File: config.mk
export PLATFORM = sky130hd
export DESIGN_NAME = id_exe_reg
export DESIGN_NICKNAME = d
export VERILOG_FILES = /design/src/rtl/id_exe_reg.sv
export SDC_FILE = /design/constraint.sdc
export NUM_CORES = 1
export LEC_CHECK = 0
export CAP_MARGIN = 20
export CORE_UTILIZATION = 30
export CTS_CLUSTER_DIAMETER = 40
export DETAILED_ROUTE_END_ITERATION = 10
export SETUP_SLACK_MARGIN = 0.02
export SYNTH_ARGS = -nofsm -noshare
export SYNTH_HDL_FRONTEND = slang
export SYNTH_SLANG_ARGS = --single-unit
File: constraint.sdc
create_clock -name clk -period 9.5 [get_ports clk]
set_clock_uncertainty 0.2 [all_clocks]
set_input_delay 2.375 -clock clk [delete_from_list [all_inputs] [get_ports clk]]
set_output_delay 2.375 -clock clk [all_outputs]
set_load 0.01 [all_outputs]
File: src/rtl/id_exe_reg.sv
// ID->EXE pipeline register with freeze, flush/hazard bubble insertion and a
// saturating count of inserted bubbles.
module id_exe_reg #(
    parameter int WIDTH = 32,
    parameter int CNT_W = 16
) (
    input  logic             clk,
    input  logic             rst,
    input  logic             freeze,
    input  logic             flush,
    input  logic             hazard,
    input  logic             WB_EN_in,
    input  logic             MEM_R_EN_in,
    input  logic             MEM_W_EN_in,
    input  logic             B_in,
    input  logic             S_in,
    input  logic [3:0]       EXE_CMD_in,
    input  logic [WIDTH-1:0] PC_in,
    input  logic [WIDTH-1:0] Val_Rn_in,
    input  logic [WIDTH-1:0] Val_Rm_in,
    input  logic             imm_in,
    input  logic [11:0]      Shift_operand_in,
    input  logic [23:0]      Signed_imm_24_in,
    input  logic [3:0]       Dest_in,
    input  logic [3:0]       src1_in,
    input  logic [3:0]       src2_in,
    input  logic [3:0]       SR_in,
    output logic             WB_EN_out,
    output logic             MEM_R_EN_out,
    output logic             MEM_W_EN_out,
    output logic             B_out,
    output logic             S_out,
    output logic [3:0]       EXE_CMD_out,
    output logic [WIDTH-1:0] PC_out,
    output logic [WIDTH-1:0] Val_Rn_out,
    output logic [WIDTH-1:0] Val_Rm_out,
    output logic             imm_out,
    output logic [11:0]      Shift_operand_out,
    output logic [23:0]      Signed_imm_24_out,
    output logic [3:0]       Dest_out,
    output logic [3:0]       src1_out,
    output logic [3:0]       src2_out,
    output logic [3:0]       SR_out,
    output logic             valid_out,
    output logic [CNT_W-1:0] bubble_count
);

    logic             wb_en_q, wb_en_d;
    logic             mem_r_en_q, mem_r_en_d;
    logic             mem_w_en_q, mem_w_en_d;
    logic             b_q, b_d;
    logic             s_q, s_d;
    logic [3:0]       exe_cmd_q, exe_cmd_d;
    logic [WIDTH-1:0] pc_q, pc_d;
    logic [WIDTH-1:0] val_rn_q, val_rn_d;
    logic [WIDTH-1:0] val_rm_q, val_rm_d;
    logic             imm_q, imm_d;
    logic [11:0]      shift_operand_q, shift_operand_d;
    logic [23:0]      signed_imm_24_q, signed_imm_24_d;
    logic [3:0]       dest_q, dest_d;
    logic [3:0]       src1_q, src1_d;
    logic [3:0]       src2_q, src2_d;
    logic [3:0]       sr_q, sr_d;
    logic             valid_q, valid_d;
    logic [CNT_W-1:0] bubble_count_q, bubble_count_d;

    logic bubble;
    assign bubble = flush | hazard;

    always_comb begin
        wb_en_d         = wb_en_q;
        mem_r_en_d      = mem_r_en_q;
        mem_w_en_d      = mem_w_en_q;
        b_d             = b_q;
        s_d             = s_q;
        exe_cmd_d       = exe_cmd_q;
        pc_d            = pc_q;
        val_rn_d        = val_rn_q;
        val_rm_d        = val_rm_q;
        imm_d           = imm_q;
        shift_operand_d = shift_operand_q;
        signed_imm_24_d = signed_imm_24_q;
        dest_d          = dest_q;
        src1_d          = src1_q;
        src2_d          = src2_q;
        sr_d            = sr_q;
        valid_d         = valid_q;
        bubble_count_d  = bubble_count_q;

        if (!freeze) begin
            // Data fields always follow ID; only the control group is gated by bubbles.
            pc_d            = PC_in;
            val_rn_d        = Val_Rn_in;
            val_rm_d        = Val_Rm_in;
            imm_d           = imm_in;
            shift_operand_d = Shift_operand_in;
            signed_imm_24_d = Signed_imm_24_in;
            dest_d          = Dest_in;
            src1_d          = src1_in;
            src2_d          = src2_in;
            sr_d            = SR_in;

            if (bubble) begin
                wb_en_d    = 1'b0;
                mem_r_en_d = 1'b0;
                mem_w_en_d = 1'b0;
                b_d        = 1'b0;
                s_d        = 1'b0;
                exe_cmd_d  = 4'd0;
                valid_d    = 1'b0;
                if (bubble_count_q != {CNT_W{1'b1}})
                    bubble_count_d = bubble_count_q + CNT_W'(1);
            end else begin
                wb_en_d    = WB_EN_in;
                mem_r_en_d = MEM_R_EN_in;
                mem_w_en_d = MEM_W_EN_in;
                b_d        = B_in;
                s_d        = S_in;
                exe_cmd_d  = EXE_CMD_in;
                valid_d    = 1'b1;
            end
        end
    end

    always_ff @(posedge clk or posedge rst) begin
        if (rst) begin
            wb_en_q         <= 1'b0;
            mem_r_en_q      <= 1'b0;
            mem_w_en_q      <= 1'b0;
            b_q             <= 1'b0;
            s_q             <= 1'b0;
            exe_cmd_q       <= '0;
            pc_q            <= '0;
            val_rn_q        <= '0;
            val_rm_q        <= '0;
            imm_q           <= 1'b0;
            shift_operand_q <= '0;
            signed_imm_24_q <= '0;
            dest_q          <= '0;
            src1_q          <= '0;
            src2_q          <= '0;
            sr_q            <= '0;
            valid_q         <= 1'b0;
            bubble_count_q  <= '0;
        end else begin
            wb_en_q         <= wb_en_d;
            mem_r_en_q      <= mem_r_en_d;
            mem_w_en_q      <= mem_w_en_d;
            b_q             <= b_d;
            s_q             <= s_d;
            exe_cmd_q       <= exe_cmd_d;
            pc_q            <= pc_d;
            val_rn_q        <= val_rn_d;
            val_rm_q        <= val_rm_d;
            imm_q           <= imm_d;
            shift_operand_q <= shift_operand_d;
            signed_imm_24_q <= signed_imm_24_d;
            dest_q          <= dest_d;
            src1_q          <= src1_d;
            src2_q          <= src2_d;
            sr_q            <= sr_d;
            valid_q         <= valid_d;
            bubble_count_q  <= bubble_count_d;
        end
    end

    assign WB_EN_out         = wb_en_q;
    assign MEM_R_EN_out      = mem_r_en_q;
    assign MEM_W_EN_out      = mem_w_en_q;
    assign B_out             = b_q;
    assign S_out             = s_q;
    assign EXE_CMD_out       = exe_cmd_q;
    assign PC_out            = pc_q;
    assign Val_Rn_out        = val_rn_q;
    assign Val_Rm_out        = val_rm_q;
    assign imm_out           = imm_q;
    assign Shift_operand_out = shift_operand_q;
    assign Signed_imm_24_out = signed_imm_24_q;
    assign Dest_out          = dest_q;
    assign src1_out          = src1_q;
    assign src2_out          = src2_q;
    assign SR_out            = sr_q;
    assign valid_out         = valid_q;
    assign bubble_count      = bubble_count_q;

endmodule

==> results of run 1 <==
==> registers in the layout, summed over array words and instances, names as in the netlist, 12 cells and up <==
signal	count
PC_out	32
Val_Rm_out	32
Val_Rn_out	32
Signed_imm_24_out	24
bubble_count	16
Shift_operand_out	12
==> how the worst max path moves through the flow <==
stage | startpoint | end | depth (start not counted)
after global routing | rst | Signed_imm_24_out[7] | 3
after CTS | rst | Dest_out[2] | 3
after global placement | rst | Signed_imm_24_out[0] | 3
after floorplan | rst | B_out | 1
after detailed placement | rst | PC_out[30] | 3
final | rst | Val_Rn_out[4] | 3
==> per-layer routing <==
metal  up-vias  track usage
met2       206        0.262
met1      2278        0.168
met4         0       0.0700
li1       2151            -
met5         -            0
met3        29       0.0542
==> cells in the mapped netlist, types with 2 or more instances <==
cell type  number
buf_2          10
xnor2_1         7
a211oi_1        2
nand3_2         2
a22o_1          9
xor2_1          6
nor2_1          2
clkbuf_1        8
nor3_2          2
dfrtp_1       175
a21oi_1         5
nand2_1         4
nand4_1         6
mux2_2        149
inv_1           4
==> logic make-up after synthesis <==
group | after synthesis | synth area share
muxes | 150 | 0.252
buffers and inverters | 22 | 0.0142
DFF | 175 | 0.654
adders and majority gates | 1 | 0.00187
xor gates and xnor gates | 13 | 0.0170
and+or+nand+nor | 28 | 0.0304
AOI/OAI and AO/OA | 24 | 0.0306
==> power breakdown <==
part,switching [uW],internal [uW]
sequential,58.0,825
combinational,150,263
clock,316,352
total,523,1440
==> critical path, stage by stage <==
cell             delay, ns
clkdlybuf4s50_1       0.47
inv_6                 0.65
buf_4                 0.82
==> per-stage QoR <==
step	power, uW	cells	cell area [um^2]
4_1_cts	2000	1046	10900
6_report	1960	1046	10900
3_3_place_gp	1310	1014	10400
3_5_place_dp	1320	1014	10400
2_1_floorplan	1040	413	6700
5_1_grt	2060	1046	10900
==> area by class of cell <==
| cell class | count | area [um^2] | area share |
|---|---|---|---|
| clock inverter | 14 | 120 | 0.0110 |
| inverter | 4 | 20.0 | 0.00183 |
| tap | 280 | 350 | 0.0321 |
| clock buffer | 18 | 439 | 0.0402 |
| multi-input combinational | 216 | 2220 | 0.204 |
| sequential | 175 | 4380 | 0.401 |
| timing repair buffer | 339 | 3390 | 0.310 |
==> flow_summary.ini, run 1 <==
[floorplan]
die_h_um = 151
die_w_um = 151
io_pins = 338
die_area_um2 = 22900
core_um2 = 21900
rows = 54
start_util = 0.306

[synth]
syn_nets = 577
syn_inst = 413
yosysUniqueCellTypes = 37
synth_area_um2 = 6700
ys_ff_latch = 175
syn_area_per_cell_um2 = 16.2
synth_ff_type = dfrtp_1
synth_area_leaders = dfrtp_1 65%, mux2_2 25%, a22o_1 1.2%, xnor2_1 0.92%, xor2_1 0.78%
yosys.area.top_type = dfrtp_1
synth_warnings = 0
seq_area_frac_synth = 0.654
ys_async_sr_fraction = 1.00
synth_edf_count = 0
synth_top_cell_area_share = 0.654

[sta]
tightest_slew_ns = 0.977
hold_viol_final = 0
fin_tns_setup_ns = 0
setup_slack_ns = 5.24
slew_headroom = 0.349
setup_viol = 0
fmax_mhz = 235
drv_slew = 0
fin_hold_ws_ns = 0.304
grt_setup_unrepaired = false
finalCriticalPeriod_ns = 4.26
fin_crit_sh = 0.448

[cts]
post_cts_resized = 0
cts.sinks = 175
cts_buffers = 17
clock_path_buffers = 2
cts_tree = done
htree_levels = 4
ctsHoldBuffers = 0
cts-root-buf = clkbuf_16
cts_setup_buffers = 0
cts.reportedPaths.clkPinSlew_ns = 0.07
insertion_delay_ns = 0.43

[outcome]
status = completed

[setup_path]
crit_path_max_fanout = 106
arrival_ns = 4.50
ff2ff_path_depth = 5
required_ns = 9.74
r2r_slack_ns = 7.52
rr_startpoint = bubble_count[0]
endpoint_kind = async pin
worst_r2r_endpoint = bubble_count[5]
worstSetupPathType = primary input to async pin
crit_path_start_kind = primary input

[routing]
routed_via_density = 4.46
firstDrtPassIters = 4
ant_nets = 0
wl_met3_um = 1500
vias = 4664
drc = 0
wl_um = 17700
dr.max_layer_used = met4
routed-wl-met2_um = 9150
wl_per_cell_um = 17.0
met1_length_um = 6650
drtIter0Drc = 80

[grt]
grt_pass1_vias = 4934
antenna_found_initial = 0
grt_start_max_net_pins = 107
grt_overflow = 0
track_usage = 0.153
grt_pass1_wl_um = 26400

[worst_hold_path]
min_to = PC_out[5]
hp-start = PC_out[5]
hold_depth = 1
hold_path_class = flip-flop to flip-flop

[placement]
portBuffers = 337
place_ws_ns = 4.69
place_congestion = 0.770
hpwlAfterDp_um = 13000

[run]
drv_cap = 0

[layout]
syn2layout_area_growth_pct = 63.1
finalCoreUtilization = 0.499
n_fill_cell = 1920
drive_gt1_frac = 0.260
antennaDiodeCount = 0
nNetsFinal = 917
layout_commonest_cell = clkdlybuf4s50_1
final_cell_mix = 336 x clkdlybuf4s50_1, 175 x dfrtp_1, 149 x mux2_2, 17 x clkbuf_16, 9 x a22o_1

[pwr]
power_leakage_uw = 0.00444
powerDensity_nw_per_um2 = 180
power.ir.vdd_worst_v = 0.000110
No activity file was read; power rests on OpenSTA's default activity.
==> run 2, diff against run 1 <==
==> constraint.sdc (replaced) <==
create_clock -name clk -period 4.1 [get_ports clk]
set_clock_uncertainty 0.2 [all_clocks]
set_input_delay 1.025 -clock clk [delete_from_list [all_inputs] [get_ports clk]]
set_output_delay 1.025 -clock clk [all_outputs]
set_load 0.01 [all_outputs]
==> flow_summary.ini, run 2 (synthesis gave the netlist of run 1 again) <==
[pwr]
powerDensity_nw_per_um2 = 416
power.ir.vdd_worst_v = 0.000248
power_leakage_uw = 0.00444
power_uw = 4560

[grt]
grt_pass1_vias = 5142
grt_overflow = 0
grt_pass1_wl_um = 27700
antenna_found_initial = 0
grt_start_max_net_pins = 126
track_usage = 0.160

[routing]
firstDrtPassIters = 4
ant_nets = 0
wl_um = 18300
drtIter0Drc = 141
drc = 0
vias = 4790
wl_per_cell_um = 17.4
routed_via_density = 4.57

[layout]
antennaDiodeCount = 0
final_cell_mix = 336 x clkdlybuf4s50_1, 175 x dfrtp_1, 149 x mux2_2, 17 x clkbuf_16, 9 x a22o_1
layout_commonest_cell = clkdlybuf4s50_1
drive_gt1_frac = 0.259
finalCoreUtilization = 0.501
syn2layout_area_growth_pct = 63.6
nNetsFinal = 919

[placement]
place_ws_ns = 1.29
portBuffers = 337
place_congestion = 0.838
hpwlAfterDp_um = 13500

[setup_path]
arrival_ns = 1.51
crit_family = buffers and inverters
r2r_slack_ns = 2.06
endpoint_kind = output pin
path_cells = clkdlybuf4s50_1
crit_path_max_fanout = 5
crit_path_start_kind = flip-flop
crit_end = bubble_count[2]
slowest_delay_ns = 0.59
rr_startpoint = bubble_count[0]
cp-startpoint = bubble_count[2]
worstSetupPathType = flip-flop to output pin
crit_buf_inv = 1
ff2ff_path_depth = 5
required_ns = 2.87
cp.depth = 1
worst_r2r_endpoint = bubble_count[5]
cp_slowest_cell = clkdlybuf4s50_1

[floorplan]
core_um2 = 21900
rows = 54
die_h_um = 151
die_area_um2 = 22900
die_w_um = 151
start_util = 0.306
io_pins = 338

[worst_hold_path]
hold_path_class = flip-flop to flip-flop

[sta]
fin_tns_setup_ns = 0
grt_setup_unrepaired = false
setup_slack_ns = 1.37
tightest_slew_ns = 0.754
drv_slew = 0
setup_viol = 0
fmax_mhz = 366
slew_headroom = 0.497
fin_crit_sh = 0.666
hold_viol_final = 0
finalCriticalPeriod_ns = 2.73

[cts]
post_cts_resized = 0
cts.sinks = 175
cts_tree = done
insertion_delay_ns = 0.42
cts.reportedPaths.clkPinSlew_ns = 0.07
ctsHoldBuffers = 0
cts_setup_buffers = 0
clock_path_buffers = 2
cts_buffers = 17
cts-root-buf = clkbuf_16
htree_levels = 4

[run]
drv_cap = 0

[outcome]
status = completed
## run 2: where the power goes
part	leakage (uW)	switching, uW	total, uW	internal (uW)
Combinational	0.00211	347	959	612
Clock	0.000259	703	1550	845
Sequential	0.00208	141	2050	1910
## run 2: layout make-up
| type | instances | area [um^2] |
|---|---|---|
| fill | 1915 | 10900 |
| sequential | 175 | 4380 |
| timing repair buffer | 341 | 3430 |
| multi-input combinational | 216 | 2220 |
| clock buffer | 18 | 429 |
| tap | 280 | 350 |
| clock inverter | 13 | 130 |
| inverter | 4 | 18.8 |
## run 2: routing by layer
metal,part of all wire,track usage
met3,0.10,0.0711
met2,0.51,0.274
met5,0,0
met1,0.36,0.173
met4,0.022,0.0615
## run 2: worst min path at each step
stage          cells past startpoint  slack (ns)                    to                  from
2_1_floorplan                      1        0.34      bubble_count[15]      bubble_count[15]
3_3_place_gp                       1        0.29         Val_Rn_out[5]         Val_Rn_out[5]
3_5_place_dp                       1        0.29         Val_Rm_out[3]         Val_Rm_out[3]
4_1_cts                            1        0.31  Signed_imm_24_out[3]  Signed_imm_24_out[3]
5_1_grt                            1        0.31  Signed_imm_24_out[3]  Signed_imm_24_out[3]
6_report                           1        0.30            PC_out[10]            PC_out[10]
## run 2: per-stage QoR
step / std cells / instance area (um^2) / hold WS [ns]
after CTS: 1047 / 11000 / 0.308
after floorplan: 413 / 6700 / 0.340
after global placement: 1016 / 10400 / 0.287
after global routing: 1047 / 11000 / 0.313
after detailed placement: 1016 / 10400 / 0.291
final: 1047 / 11000 / 0.303
==> run 3, diff against run 2 <==
--- a/config.mk
+++ b/config.mk
@@ -9,6 +9,7 @@
 export CORE_UTILIZATION = 30
 export CTS_CLUSTER_DIAMETER = 40
 export DETAILED_ROUTE_END_ITERATION = 10
+export PLACE_DENSITY = 0.65
 export SETUP_SLACK_MARGIN = 0.02
 export SYNTH_ARGS = -nofsm -noshare
 export SYNTH_HDL_FRONTEND = slang
==> constraint.sdc (replaced) <==
create_clock -name clk -period 2.4 [get_ports clk]
set_clock_uncertainty 0.2 [all_clocks]
set_input_delay 0.6 -clock clk [delete_from_list [all_inputs] [get_ports clk]]
set_output_delay 0.6 -clock clk [all_outputs]
set_load 0.01 [all_outputs]
==> flow_summary.ini, run 3 (synthesis gave the netlist of run 1 again) <==
[outcome]
status = completed

[cts]
cts.reportedPaths.clkPinSlew_ns = 0.07
insertion_delay_ns = 0.42
cts.sinks = 175
cts-root-buf = clkbuf_16
clock_path_buffers = 2
cts_buffers = 17
htree_levels = 4
cts_tree = done
cts_setup_buffers = 0

[pwr]
power_uw = 7990
power.ir.vdd_worst_v = 0.000398
power_leakage_uw = 0.00452
powerDensity_nw_per_um2 = 720

[setup_path]
arrival_ns = 1.49
crit_buf_inv = 1
slowest_delay_ns = 0.61
r2r_slack_ns = 0.42
required_ns = 1.60
cp_slowest_cell = clkdlybuf4s50_1
path_cells = clkdlybuf4s50_1
endpoint_kind = output pin
cp-startpoint = bubble_count[3]
crit_family = buffers and inverters
rr_startpoint = bubble_count[1]
worstSetupPathType = flip-flop to output pin
crit_path_start_kind = flip-flop
crit_path_max_fanout = 4
worst_r2r_endpoint = bubble_count[5]
ff2ff_path_depth = 5

[grt]
grt_overflow = 0
grt_pass1_vias = 5164
antenna_found_initial = 1
grt_start_max_net_pins = 77
track_usage = 0.160
grt_pass1_wl_um = 27500

[placement]
placed_area_um2 = 10500
hpwlAfterDp_um = 14000
place_congestion = 0.797
portBuffers = 337

[routing]
drc = 0
vias = 4718
wl_um = 18400
firstDrtPassIters = 4
wl_met3_um = 1560
drtIter0Drc = 85
routed_via_density = 4.47
dr.max_layer_used = met4
wl_per_cell_um = 17.5
ant_nets = 0
met1_length_um = 6500
routed-wl-met2_um = 10100

[worst_hold_path]
hold_path_class = primary input to async pin

[layout]
final_cell_mix = 336 x clkdlybuf4s50_1, 174 x dfrtp_1, 149 x mux2_2, 17 x clkbuf_16, 9 x a22o_1
syn2layout_area_growth_pct = 65.8
layout_commonest_cell = clkdlybuf4s50_1
nNetsFinal = 927
n_fill_cell = 1876
final_area_um2 = 11100
multiInputGateArea_um2 = 2220
drive_gt1_frac = 0.269
seq_area_um2 = 4380

[sta]
fin_crit_sh = 0.955
grt_setup_unrepaired = false
drv_slew = 0
slew_headroom = 0.662
hold_viol_final = 0
finalCriticalPeriod_ns = 2.29
tightest_slew_ns = 0.494
fmax_mhz = 436
setup_viol = 0

[run]
drv_cap = 0

[floorplan]
rows = 54
die_w_um = 151
io_pins = 338
die_area_um2 = 22900
core_um2 = 21900
start_util = 0.306
die_h_um = 151
[run 3: cell count changes in the layout (fill, tap and decap cells not counted), sizes merged]
cell and change:
clkbuf -1, buf +8, bufinv +2, clkinvlp -2
diode +1
[run 3: what timing repair did]
action                     4_1_cts  5_1_grt
gates resized for setup          0        1
setup endpoints to repair        0        1
hold buffers                     0        0
[run 3: metal layers]
metal	track usage	vias up
li1	-	2167
met1	0.167	2351
met2	0.291	179
met3	0.0654	21
met4	0.0500	0
met5	0	-
[run 3: where the power goes]
group / internal [uW] / switching, uW
logic: 1060 / 605
registers: 3270 / 237
clock network: 1630 / 1180
total: 5970 / 2020
[run 3: cell type report]
cell class / count / area share
clock inverters: 13 / 0.0146
repair buffers: 349 / 0.319
inverters: 4 / 0.00169
well taps: 280 / 0.0315
flip-flops and latches: 175 / 0.394
diodes: 1 / 0.000225
clock buffers: 17 / 0.0383
multi-input cells: 216 / 0.200
[run 3: metrics by stage]
stage,hold WS [ns],util,cells,worst slack (ns),setup TNS (ns)
floorplan,0.340,-,413,-0.639,-111.76
global placement,0.287,0.480,1024,0.0658,0
detailed placement,0.291,0.480,1024,0.0488,0
CTS,0.246,0.507,1054,0.0510,0
global route,0.260,0.507,1055,0.0428,0
finish,0.268,0.507,1055,0.109,0
[run 3: worst max-delay path by stage]
stage | endpoint | slack, ns | depth (start not counted)
floorplan | B_out | -0.64 | 1
global placement | bubble_count[14] | 0.07 | 5
detailed placement | bubble_count[14] | 0.05 | 5
CTS | bubble_count[2] | 0.05 | 1
global route | bubble_count[4] | 0.04 | 1
finish | bubble_count[3] | 0.11 | 1
